**config.mk**
```make
export PLATFORM = sky130hd
export DESIGN_NAME = sys_ctrl_burst
export DESIGN_NICKNAME = d
export VERILOG_FILES = /design/src/rtl/sys_ctrl_burst.sv
export SDC_FILE = /design/constraint.sdc
export NUM_CORES = 1
export LEC_CHECK = 0
export ABC_CLOCK_PERIOD_IN_PS = 3700
export CAP_MARGIN = 20
export CORE_MARGIN = 3
export CORE_UTILIZATION = 35
export DETAILED_ROUTE_END_ITERATION = 10
export PLACE_DENSITY_LB_ADDON = 0.08
export SLEW_MARGIN = 0
export SYNTH_ARGS = -nofsm -noshare
export SYNTH_HDL_FRONTEND = slang
export SYNTH_SLANG_ARGS = --single-unit
```
**constraint.sdc**
```tcl
create_clock -name CLK -period 3.7 [get_ports CLK]
set_input_delay 0.37 -clock CLK [delete_from_list [all_inputs] [get_ports CLK]]
set_output_delay 0.37 -clock CLK [all_outputs]
set_load 0.02 [all_outputs]
```
**src/rtl/sys_ctrl_burst.sv**
```systemverilog
// ---------------------------------------------------------------------------
// sys_ctrl_burst : REF_CLK-domain command controller.
//
// Parses byte commands from the RX synchroniser, drives the register file,
// the ALU and its clock gate, and serialises responses into the TX FIFO.
// Supports single and burst register access, ALU ops with a multi-byte
// result, and error/abort handling (UART errors, bad opcode, bad length).
//
// Ports:
//   CLK, RST                 clock, asynchronous active-high reset
//   RX_P_DATA/RX_D_VLD       incoming byte and its one-cycle strobe
//   PAR_ERR/FRM_ERR          UART error levels qualifying RX_D_VLD
//   ALU_OUT/ALU_OUT_VLD      ALU result and valid pulse
//   RdData/RdData_Valid      register-file read return
//   FIFO_FULL                TX FIFO back-pressure
//   ALU_FUN/ALU_EN/CLK_EN    ALU function, start pulse, clock-gate enable
//   Address/WrEn/RdEn/WrData register-file access
//   TX_P_DATA/TX_D_VLD       TX FIFO write port
//   CLK_DIV_EN               UART clock divider enable (always on)
//   CMD_ERR                  one-cycle error pulse
//   BUSY                     high whenever the FSM is not IDLE
// All outputs are registered.
// ---------------------------------------------------------------------------
module sys_ctrl_burst #(
    parameter int DATA_WIDTH = 8,
    parameter int ADDR_WIDTH = 4,
    parameter int ALU_BYTES  = 2,
    parameter int MAX_BURST  = 8
) (
    input  logic                            CLK,
    input  logic                            RST,
    input  logic [DATA_WIDTH-1:0]           RX_P_DATA,
    input  logic                            RX_D_VLD,
    input  logic                            PAR_ERR,
    input  logic                            FRM_ERR,
    input  logic [ALU_BYTES*DATA_WIDTH-1:0] ALU_OUT,
    input  logic                            ALU_OUT_VLD,
    input  logic [DATA_WIDTH-1:0]           RdData,
    input  logic                            RdData_Valid,
    input  logic                            FIFO_FULL,
    output logic [3:0]                      ALU_FUN,
    output logic                            ALU_EN,
    output logic                            CLK_EN,
    output logic [ADDR_WIDTH-1:0]           Address,
    output logic                            WrEn,
    output logic                            RdEn,
    output logic [DATA_WIDTH-1:0]           WrData,
    output logic [DATA_WIDTH-1:0]           TX_P_DATA,
    output logic                            TX_D_VLD,
    output logic                            CLK_DIV_EN,
    output logic                            CMD_ERR,
    output logic                            BUSY
);

    // Byte counter must hold a burst length and also index the ALU result bytes.
    localparam int CNT_A = $clog2(MAX_BURST + 1);
    localparam int CNT_B = (ALU_BYTES > 1) ? $clog2(ALU_BYTES) : 1;
    localparam int CNT_W = (CNT_A > CNT_B) ? CNT_A : CNT_B;
    localparam int RES_W = ALU_BYTES * DATA_WIDTH;

    localparam logic [3:0] S_IDLE      = 4'd0;
    localparam logic [3:0] S_GET_ADDR  = 4'd1;
    localparam logic [3:0] S_GET_DATA  = 4'd2;
    localparam logic [3:0] S_GET_LEN   = 4'd3;
    localparam logic [3:0] S_GET_A     = 4'd4;
    localparam logic [3:0] S_GET_B     = 4'd5;
    localparam logic [3:0] S_GET_FUN   = 4'd6;
    localparam logic [3:0] S_RF_WR     = 4'd7;
    localparam logic [3:0] S_RF_RD     = 4'd8;
    localparam logic [3:0] S_RD_WAIT   = 4'd9;
    localparam logic [3:0] S_ALU_START = 4'd10;
    localparam logic [3:0] S_ALU_WAIT  = 4'd11;
    localparam logic [3:0] S_TX_PUSH   = 4'd12;

    localparam logic [DATA_WIDTH-1:0] OP_WR     = DATA_WIDTH'(8'hAA);
    localparam logic [DATA_WIDTH-1:0] OP_RD     = DATA_WIDTH'(8'hBB);
    localparam logic [DATA_WIDTH-1:0] OP_ALU_WR = DATA_WIDTH'(8'hCC);
    localparam logic [DATA_WIDTH-1:0] OP_ALU    = DATA_WIDTH'(8'hDD);
    localparam logic [DATA_WIDTH-1:0] OP_BWR    = DATA_WIDTH'(8'hEE);
    localparam logic [DATA_WIDTH-1:0] OP_BRD    = DATA_WIDTH'(8'hEF);

    logic [3:0]            r_state,     w_state_nxt;
    logic [DATA_WIDTH-1:0] r_op,        w_op_nxt;
    logic [ADDR_WIDTH-1:0] r_addr,      w_addr_nxt;
    logic [CNT_W-1:0]      r_cnt,       w_cnt_nxt;
    logic [DATA_WIDTH-1:0] r_a,         w_a_nxt;
    logic [DATA_WIDTH-1:0] r_b,         w_b_nxt;
    logic [3:0]            r_fun,       w_fun_nxt;
    logic [DATA_WIDTH-1:0] r_rd_byte,   w_rd_byte_nxt;
    logic [RES_W-1:0]      r_alu_res,   w_alu_res_nxt;
    logic [3:0]            r_alu_fun,   w_alu_fun_nxt;
    logic                  r_alu_en,    w_alu_en_nxt;
    logic                  r_clk_en,    w_clk_en_nxt;
    logic [ADDR_WIDTH-1:0] r_address,   w_address_nxt;
    logic                  r_wr_en,     w_wr_en_nxt;
    logic                  r_rd_en,     w_rd_en_nxt;
    logic [DATA_WIDTH-1:0] r_wr_data,   w_wr_data_nxt;
    logic [DATA_WIDTH-1:0] r_tx_data,   w_tx_data_nxt;
    logic                  r_tx_vld,    w_tx_vld_nxt;
    logic                  r_cmd_err,   w_cmd_err_nxt;
    logic                  r_busy;
    logic                  r_clk_div_en;

    logic                  w_collecting;
    logic                  w_uart_err;
    logic                  w_len_bad;
    logic                  w_is_alu_op;
    logic [DATA_WIDTH-1:0] w_alu_byte;
    logic [DATA_WIDTH-1:0] w_push_byte;

    assign w_uart_err  = PAR_ERR | FRM_ERR;
    assign w_len_bad   = (RX_P_DATA == {DATA_WIDTH{1'b0}}) ||
                         (RX_P_DATA > DATA_WIDTH'(MAX_BURST));
    assign w_is_alu_op = (r_op == OP_ALU_WR) || (r_op == OP_ALU);
    assign w_push_byte = w_is_alu_op ? w_alu_byte : r_rd_byte;

    // States in which an RX byte is consumed; elsewhere bytes are dropped silently.
    always_comb begin
        case (r_state)
            S_IDLE, S_GET_ADDR, S_GET_DATA, S_GET_LEN,
            S_GET_A, S_GET_B, S_GET_FUN: w_collecting = 1'b1;
            default:                     w_collecting = 1'b0;
        endcase
    end

    // Select the ALU result byte addressed by the byte counter (LSB first).
    always_comb begin
        w_alu_byte = r_alu_res[DATA_WIDTH-1:0];
        for (int i = 0; i < ALU_BYTES; i++) begin
            if (r_cnt == CNT_W'(i)) begin
                w_alu_byte = r_alu_res[i*DATA_WIDTH +: DATA_WIDTH];
            end else begin
                w_alu_byte = w_alu_byte;
            end
        end
    end

    // Next-state and next-output logic of the command FSM.
    always_comb begin
        w_state_nxt   = r_state;
        w_op_nxt      = r_op;
        w_addr_nxt    = r_addr;
        w_cnt_nxt     = r_cnt;
        w_a_nxt       = r_a;
        w_b_nxt       = r_b;
        w_fun_nxt     = r_fun;
        w_rd_byte_nxt = r_rd_byte;
        w_alu_res_nxt = r_alu_res;
        w_alu_fun_nxt = r_alu_fun;
        w_clk_en_nxt  = r_clk_en;
        w_address_nxt = r_address;
        w_wr_data_nxt = r_wr_data;
        w_tx_data_nxt = r_tx_data;
        w_alu_en_nxt  = 1'b0;
        w_wr_en_nxt   = 1'b0;
        w_rd_en_nxt   = 1'b0;
        w_tx_vld_nxt  = 1'b0;
        w_cmd_err_nxt = 1'b0;

        if (w_collecting && RX_D_VLD && w_uart_err) begin
            // A corrupted byte aborts whatever command was being collected.
            w_cmd_err_nxt = 1'b1;
            w_state_nxt   = S_IDLE;
        end else begin
            case (r_state)
                S_IDLE: begin
                    if (RX_D_VLD) begin
                        w_op_nxt  = RX_P_DATA;
                        w_cnt_nxt = {CNT_W{1'b0}};
                        case (RX_P_DATA)
                            OP_WR, OP_RD, OP_BWR, OP_BRD: w_state_nxt = S_GET_ADDR;
                            OP_ALU_WR:                    w_state_nxt = S_GET_A;
                            OP_ALU:                       w_state_nxt = S_GET_FUN;
                            default:                      w_cmd_err_nxt = 1'b1;
                        endcase
                    end else begin
                        w_state_nxt = S_IDLE;
                    end
                end
                S_GET_ADDR: begin
                    if (RX_D_VLD) begin
                        w_addr_nxt = RX_P_DATA[ADDR_WIDTH-1:0];
                        if (r_op == OP_RD) begin
                            w_address_nxt = RX_P_DATA[ADDR_WIDTH-1:0];
                            w_rd_en_nxt   = 1'b1;
                            w_state_nxt   = S_RF_RD;
                        end else if (r_op == OP_WR) begin
                            w_state_nxt = S_GET_DATA;
                        end else begin
                            w_state_nxt = S_GET_LEN;
                        end
                    end else begin
                        w_state_nxt = S_GET_ADDR;
                    end
                end
                S_GET_LEN: begin
                    if (RX_D_VLD) begin
                        if (w_len_bad) begin
                            w_cmd_err_nxt = 1'b1;
                            w_state_nxt   = S_IDLE;
                        end else if (r_op == OP_BWR) begin
                            w_cnt_nxt   = CNT_W'(RX_P_DATA);
                            w_state_nxt = S_GET_DATA;
                        end else begin
                            w_cnt_nxt     = CNT_W'(RX_P_DATA);
                            w_address_nxt = r_addr;
                            w_rd_en_nxt   = 1'b1;
                            w_state_nxt   = S_RF_RD;
                        end
                    end else begin
                        w_state_nxt = S_GET_LEN;
                    end
                end
                S_GET_DATA: begin
                    if (RX_D_VLD) begin
                        w_wr_en_nxt   = 1'b1;
                        w_address_nxt = r_addr;
                        w_wr_data_nxt = RX_P_DATA;
                        // Address wraps naturally at 2^ADDR_WIDTH.
                        w_addr_nxt    = r_addr + ADDR_WIDTH'(1);
                        w_state_nxt   = S_RF_WR;
                        if (r_op == OP_BWR) begin
                            w_cnt_nxt = r_cnt - CNT_W'(1);
                        end else begin
                            w_cnt_nxt = r_cnt;
                        end
                    end else begin
                        w_state_nxt = S_GET_DATA;
                    end
                end
                S_GET_A: begin
                    if (RX_D_VLD) begin
                        w_a_nxt     = RX_P_DATA;
                        w_state_nxt = S_GET_B;
                    end else begin
                        w_state_nxt = S_GET_A;
                    end
                end
                S_GET_B: begin
                    if (RX_D_VLD) begin
                        w_b_nxt     = RX_P_DATA;
                        w_state_nxt = S_GET_FUN;
                    end else begin
                        w_state_nxt = S_GET_B;
                    end
                end
                S_GET_FUN: begin
                    if (RX_D_VLD) begin
                        w_fun_nxt = RX_P_DATA[3:0];
                        if (r_op == OP_ALU_WR) begin
                            // Operand A first; r_cnt=1 marks that B is still owed.
                            w_wr_en_nxt   = 1'b1;
                            w_address_nxt = {ADDR_WIDTH{1'b0}};
                            w_wr_data_nxt = r_a;
                            w_cnt_nxt     = CNT_W'(1);
                            w_state_nxt   = S_RF_WR;
                        end else begin
                            w_alu_en_nxt  = 1'b1;
                            w_clk_en_nxt  = 1'b1;
                            w_alu_fun_nxt = RX_P_DATA[3:0];
                            w_cnt_nxt     = {CNT_W{1'b0}};
                            w_state_nxt   = S_ALU_START;
                        end
                    end else begin
                        w_state_nxt = S_GET_FUN;
                    end
                end
                S_RF_WR: begin
                    if (r_op == OP_ALU_WR) begin
                        if (r_cnt != {CNT_W{1'b0}}) begin
                            w_wr_en_nxt   = 1'b1;
                            w_address_nxt = ADDR_WIDTH'(1);
                            w_wr_data_nxt = r_b;
                            w_cnt_nxt     = {CNT_W{1'b0}};
                            w_state_nxt   = S_RF_WR;
                        end else begin
                            w_alu_en_nxt  = 1'b1;
                            w_clk_en_nxt  = 1'b1;
                            w_alu_fun_nxt = r_fun;
                            w_state_nxt   = S_ALU_START;
                        end
                    end else if ((r_op == OP_BWR) && (r_cnt != {CNT_W{1'b0}})) begin
                        w_state_nxt = S_GET_DATA;
                    end else begin
                        w_state_nxt = S_IDLE;
                    end
                end
                S_RF_RD: begin
                    w_state_nxt = S_RD_WAIT;
                end
                S_RD_WAIT: begin
                    if (RdData_Valid) begin
                        w_rd_byte_nxt = RdData;
                        w_state_nxt   = S_TX_PUSH;
                    end else begin
                        w_state_nxt = S_RD_WAIT;
                    end
                end
                S_ALU_START: begin
                    w_state_nxt = S_ALU_WAIT;
                end
                S_ALU_WAIT: begin
                    if (ALU_OUT_VLD) begin
                        w_alu_res_nxt = ALU_OUT;
                        w_clk_en_nxt  = 1'b0;
                        w_cnt_nxt     = {CNT_W{1'b0}};
                        w_state_nxt   = S_TX_PUSH;
                    end else begin
                        w_state_nxt = S_ALU_WAIT;
                    end
                end
                S_TX_PUSH: begin
                    // Data and strobe are updated together, so TX_P_DATA holds while stalled.
                    if (!FIFO_FULL) begin
                        w_tx_vld_nxt  = 1'b1;
                        w_tx_data_nxt = w_push_byte;
                        if (w_is_alu_op) begin
                            if (r_cnt == CNT_W'(ALU_BYTES - 1)) begin
                                w_state_nxt = S_IDLE;
                            end else begin
                                w_cnt_nxt   = r_cnt + CNT_W'(1);
                                w_state_nxt = S_TX_PUSH;
                            end
                        end else if ((r_op == OP_BRD) && (r_cnt > CNT_W'(1))) begin
                            w_cnt_nxt     = r_cnt - CNT_W'(1);
                            w_addr_nxt    = r_addr + ADDR_WIDTH'(1);
                            w_address_nxt = r_addr + ADDR_WIDTH'(1);
                            w_rd_en_nxt   = 1'b1;
                            w_state_nxt   = S_RF_RD;
                        end else begin
                            w_state_nxt = S_IDLE;
                        end
                    end else begin
                        w_state_nxt = S_TX_PUSH;
                    end
                end
                default: begin
                    w_state_nxt = S_IDLE;
                end
            endcase
        end
    end

    // State and output registers; reset drops any command in flight.
    always_ff @(posedge CLK or posedge RST) begin
        if (RST) begin
            r_state      <= S_IDLE;
            r_op         <= {DATA_WIDTH{1'b0}};
            r_addr       <= {ADDR_WIDTH{1'b0}};
            r_cnt        <= {CNT_W{1'b0}};
            r_a          <= {DATA_WIDTH{1'b0}};
            r_b          <= {DATA_WIDTH{1'b0}};
            r_fun        <= 4'd0;
            r_rd_byte    <= {DATA_WIDTH{1'b0}};
            r_alu_res    <= {RES_W{1'b0}};
            r_alu_fun    <= 4'd0;
            r_alu_en     <= 1'b0;
            r_clk_en     <= 1'b0;
            r_address    <= {ADDR_WIDTH{1'b0}};
            r_wr_en      <= 1'b0;
            r_rd_en      <= 1'b0;
            r_wr_data    <= {DATA_WIDTH{1'b0}};
            r_tx_data    <= {DATA_WIDTH{1'b0}};
            r_tx_vld     <= 1'b0;
            r_cmd_err    <= 1'b0;
            r_busy       <= 1'b0;
            r_clk_div_en <= 1'b1;
        end else begin
            r_state      <= w_state_nxt;
            r_op         <= w_op_nxt;
            r_addr       <= w_addr_nxt;
            r_cnt        <= w_cnt_nxt;
            r_a          <= w_a_nxt;
            r_b          <= w_b_nxt;
            r_fun        <= w_fun_nxt;
            r_rd_byte    <= w_rd_byte_nxt;
            r_alu_res    <= w_alu_res_nxt;
            r_alu_fun    <= w_alu_fun_nxt;
            r_alu_en     <= w_alu_en_nxt;
            r_clk_en     <= w_clk_en_nxt;
            r_address    <= w_address_nxt;
            r_wr_en      <= w_wr_en_nxt;
            r_rd_en      <= w_rd_en_nxt;
            r_wr_data    <= w_wr_data_nxt;
            r_tx_data    <= w_tx_data_nxt;
            r_tx_vld     <= w_tx_vld_nxt;
            r_cmd_err    <= w_cmd_err_nxt;
            r_busy       <= (w_state_nxt != S_IDLE);
            r_clk_div_en <= 1'b1;
        end
    end

    assign ALU_FUN    = r_alu_fun;
    assign ALU_EN     = r_alu_en;
    assign CLK_EN     = r_clk_en;
    assign Address    = r_address;
    assign WrEn       = r_wr_en;
    assign RdEn       = r_rd_en;
    assign WrData     = r_wr_data;
    assign TX_P_DATA  = r_tx_data;
    assign TX_D_VLD   = r_tx_vld;
    assign CLK_DIV_EN = r_clk_div_en;
    assign CMD_ERR    = r_cmd_err;
    assign BUSY       = r_busy;

endmodule

```
==> results_dict.tcl <==
set metrics [dict create \
    syn_area_sq_mm 0.00522 \
    path_max_fanout 6 \
    drive_gt1_share_pct 21.9 \
    worst_pin_slew_ps 791 \
    power_mw 4.70 \
    p_seq_share_pct 37.4 \
    max_freq_ghz 0.351 \
    grt_pass1_wl_um 23000 \
    yosysSeqAreaShare_pct 45.6 \
    end_kind "register" \
    first_global_vias 4229 \
    synth_xor_xnor_area_share_pct 1.01 \
    wl_per_cell_um 18.7 \
    core_area_sq_mm 0.0142 \
    clkLatencyLatePin_ps 350 \
    wl_met1_um 6760 \
    nFillCells 1372 \
    cts_sinks 95 \
    die_area_sq_mm 0.0164 \
    synth-edff-count 0 \
    nets 612 \
    start_util_pct 36.7 \
    hold_viol 0 \
    fin_crit_ps 2850 \
    fin_setup_tns_ps 0 \
    synth.area.mux_share_pct 18.4 \
    sw_frac_of_total_pct 36.5 \
    port_buffers 70 \
    cap_violations 0 \
    post-place-ws_ps 628 \
    reg2regPathDepth 8 \
    hp-class "input pin to async pin" \
    clkPwrFrac_pct 21.5 \
    wl_um 14100 \
    combPwrFrac_pct 41.1 \
    crit_end "Address[2]" \
    antenna_found_initial 0 \
    status "complete, no violations" \
    wl_met2_um 6380 \
    syn-num-nets 546 \
    regToRegSetupSlack_ps 850 \
    hold_ws_ps 421 \
    synth_cells 501 \
    synthAdderAreaFrac_pct 1.20 \
    cts_max_level 3 \
    ys_seq_elements 95 \
    async_flop_share_pct 100 \
    grt_max_degree 44 \
    synth_warnings 0 \
    synth_top_family_by_area "multiplexers" \
    areaGrowthSynthToFinish_pct 24.2 \
    syn_area_per_cell_sq_um 10.4 \
    yosys.area.top_type "dfrtp_1" \
    synth_top_area_share_pct 45.6 \
    grt_usage_pct 18.0 \
    top_layer_used "met4" \
    die_h_um 128 \
    via_count 4155 \
    clk_pin_slew_worst_paths_ps 70 \
    drtIter0Drc 311 \
    ctsHoldBuffers 0 \
    fin_crit_sh_pct 77.0 \
    startpoint_type "register" \
    reg2reg_from "r_cnt[0]" \
    timing.rr.end "Address[2]" \
    met3_length_um 674 \
    postRouteAntennaNets 0 \
    maxSlewViolCount 0 \
    arrival_ps 3080 \
    diodes 0 \
    ios 72 \
    clock_skew_ps 7.82 \
    dr.pass1.iters 5 \
    cts_buffers 9 \
    vias_per_cell 5.53 \
    path_class "register to register" \
    drc 0 \
    fin_util_pct 45.6 \
    leakage_nw 2.71 \
    relSlewSlack_pct 47.2 \
    power_density_mw_per_mm2 725 \
    cts_root_buf "clkbuf_16" \
    setup_viol 0 \
    required_ps 3930 \
    grt_overflow 0 \
    ys_types 72 \
    p_switching_mw 1.71 \
    place_hpwl_um 10300 \
    synth_ff_type "dfrtp_1" \
    die_x_um 128 \
    synth_area_leaders "dfrtp_1, mux2_2, nor2_1" \
    rsz0062_at_grt "false" \
    cp-startpoint "r_cnt[0]" \
    place_congestion 0.919 \
    fin_ws_ps 852 \
    cts_tree "built" \
    cts_setup_buffers 0 \
    intPower_mw 2.99 \
    cts_resized 0 \
    synthSimpleGateAreaFrac_pct 16.2 \
    clockBufferDepth 2 \
    vdd_drop_max_mv 0.268 \
    synth_compound_area_share_pct 14.0 \
    rows 43 \
]
[cells in the mapped netlist (3+ instances only)]
library cell,count
dfrtp_1,95
mux2_2,72
nor2_1,43
nand2_1,39
o21ai_0,28
a21oi_1,21
clkbuf_1,19
mux2i_1,15
inv_1,12
nand3_1,11
nor3_1,10
a221o_1,7
buf_1,7
nand2b_1,7
buf_2,6
a31oi_1,5
ha_1,5
a221oi_1,4
and2_1,4
nand4_1,4
nor2b_1,4
nor3b_1,4
nor4_1,4
a32oi_1,3
o41ai_1,3
or3_1,3
or4_1,3
xnor2_1,3
xor2_1,3
[through the flow]
stage	cells	cell area, sq um
after floorplan	501	5220
after global placement	736	6160
after detailed placement	736	6160
after CTS	752	6480
after global routing	752	6480
final	752	6480
[placed cells by master, fill, tap and decap left out, types with 5 or more instances in the layout]
| cell | instances |
|---|---|
| nand2b_1 | 7 |
| nand2_1 | 39 |
| a21oi_1 | 21 |
| dfrtp_1 | 95 |
| inv_1 | 11 |
| clkbuf_16 | 9 |
| o21ai_0 | 28 |
| buf_4 | 19 |
| nor2_1 | 43 |
| clkdlybuf4s50_1 | 70 |
| nand3_1 | 11 |
| mux2i_1 | 15 |
| mux2_2 | 72 |
| ha_1 | 5 |
| nor3_1 | 10 |
| a31oi_1 | 5 |
| a221o_1 | 7 |
[layer usage]
layer	global-route usage, %	vias to the layer above
li1	-	1965
met1	25.1	2059
met2	27.3	110
met3	3.58	21
met4	7.18	0
met5	0	-
[power by group through the flow]
stage	clock, mW	sequential [mW]	combinational (mW)
floorplan	0	1.80	1.24
finish	1.01	1.76	1.93
global route	1.08	1.82	2.12
CTS	1.04	1.76	1.94
global placement	0	1.76	1.93
detailed placement	0	1.78	1.93
[flip-flops by register name (all words and copies together) (netlist names)]
| register | count |
|---|---|
| CMD_ERR | 1 |
| r_a | 8 |
| r_b | 8 |
| CLK_EN | 1 |
| r_cnt | 4 |
| RdEn | 1 |
| r_state | 4 |
| TX_D_VLD | 1 |
| r_addr | 4 |
| Address | 4 |
| WrEn | 1 |
| r_fun | 4 |
| WrData | 8 |
| r_op | 8 |
| TX_P_DATA | 8 |
| ALU_EN | 1 |
| r_alu_res | 16 |
| r_rd_byte | 8 |
| ALU_FUN | 4 |
| BUSY | 1 |
[final cells by class]
class / count / area [sq um] / share of cell area [%]
Inverter: 12 / 47.5 / 0.733
Timing Repair Buffer: 89 / 843 / 13.0
Clock buffer: 10 / 229 / 3.53
Tap cell: 180 / 225 / 3.47
Multi-Input combinational cell: 360 / 2670 / 41.1
Clock inverter: 6 / 93.8 / 1.45
Sequential cell: 95 / 2380 / 36.7
[logic make-up after synthesis]
family | Yosys count
simple gates | 156
compound gates | 105
flops | 95
mux | 87
buf+inv | 46
xor+xnor | 6
fa+ha+maj | 5
other cells | 1
[worst max-delay path, cell delays in order, from the launching register on]
cell and delay, ps:
dfrtp_1 430, inv_1 100, ha_1 240, or2_0 230, a2111o_1 490, a221oi_1 390, o21ai_1 170, nor3b_4 320
mux2_2 370
[worst min-delay path by stage]
stage / to / slack [ps] / depth (start not counted)
after floorplan: r_fun[0] / 480 / 1
after global placement: TX_P_DATA[0] / 470 / 2
after detailed placement: TX_P_DATA[0] / 470 / 2
after CTS: ALU_FUN[0] / 430 / 2
after global routing: ALU_FUN[0] / 480 / 2
final: ALU_FUN[0] / 420 / 2
No activity file was read; power rests on OpenSTA's default activity.
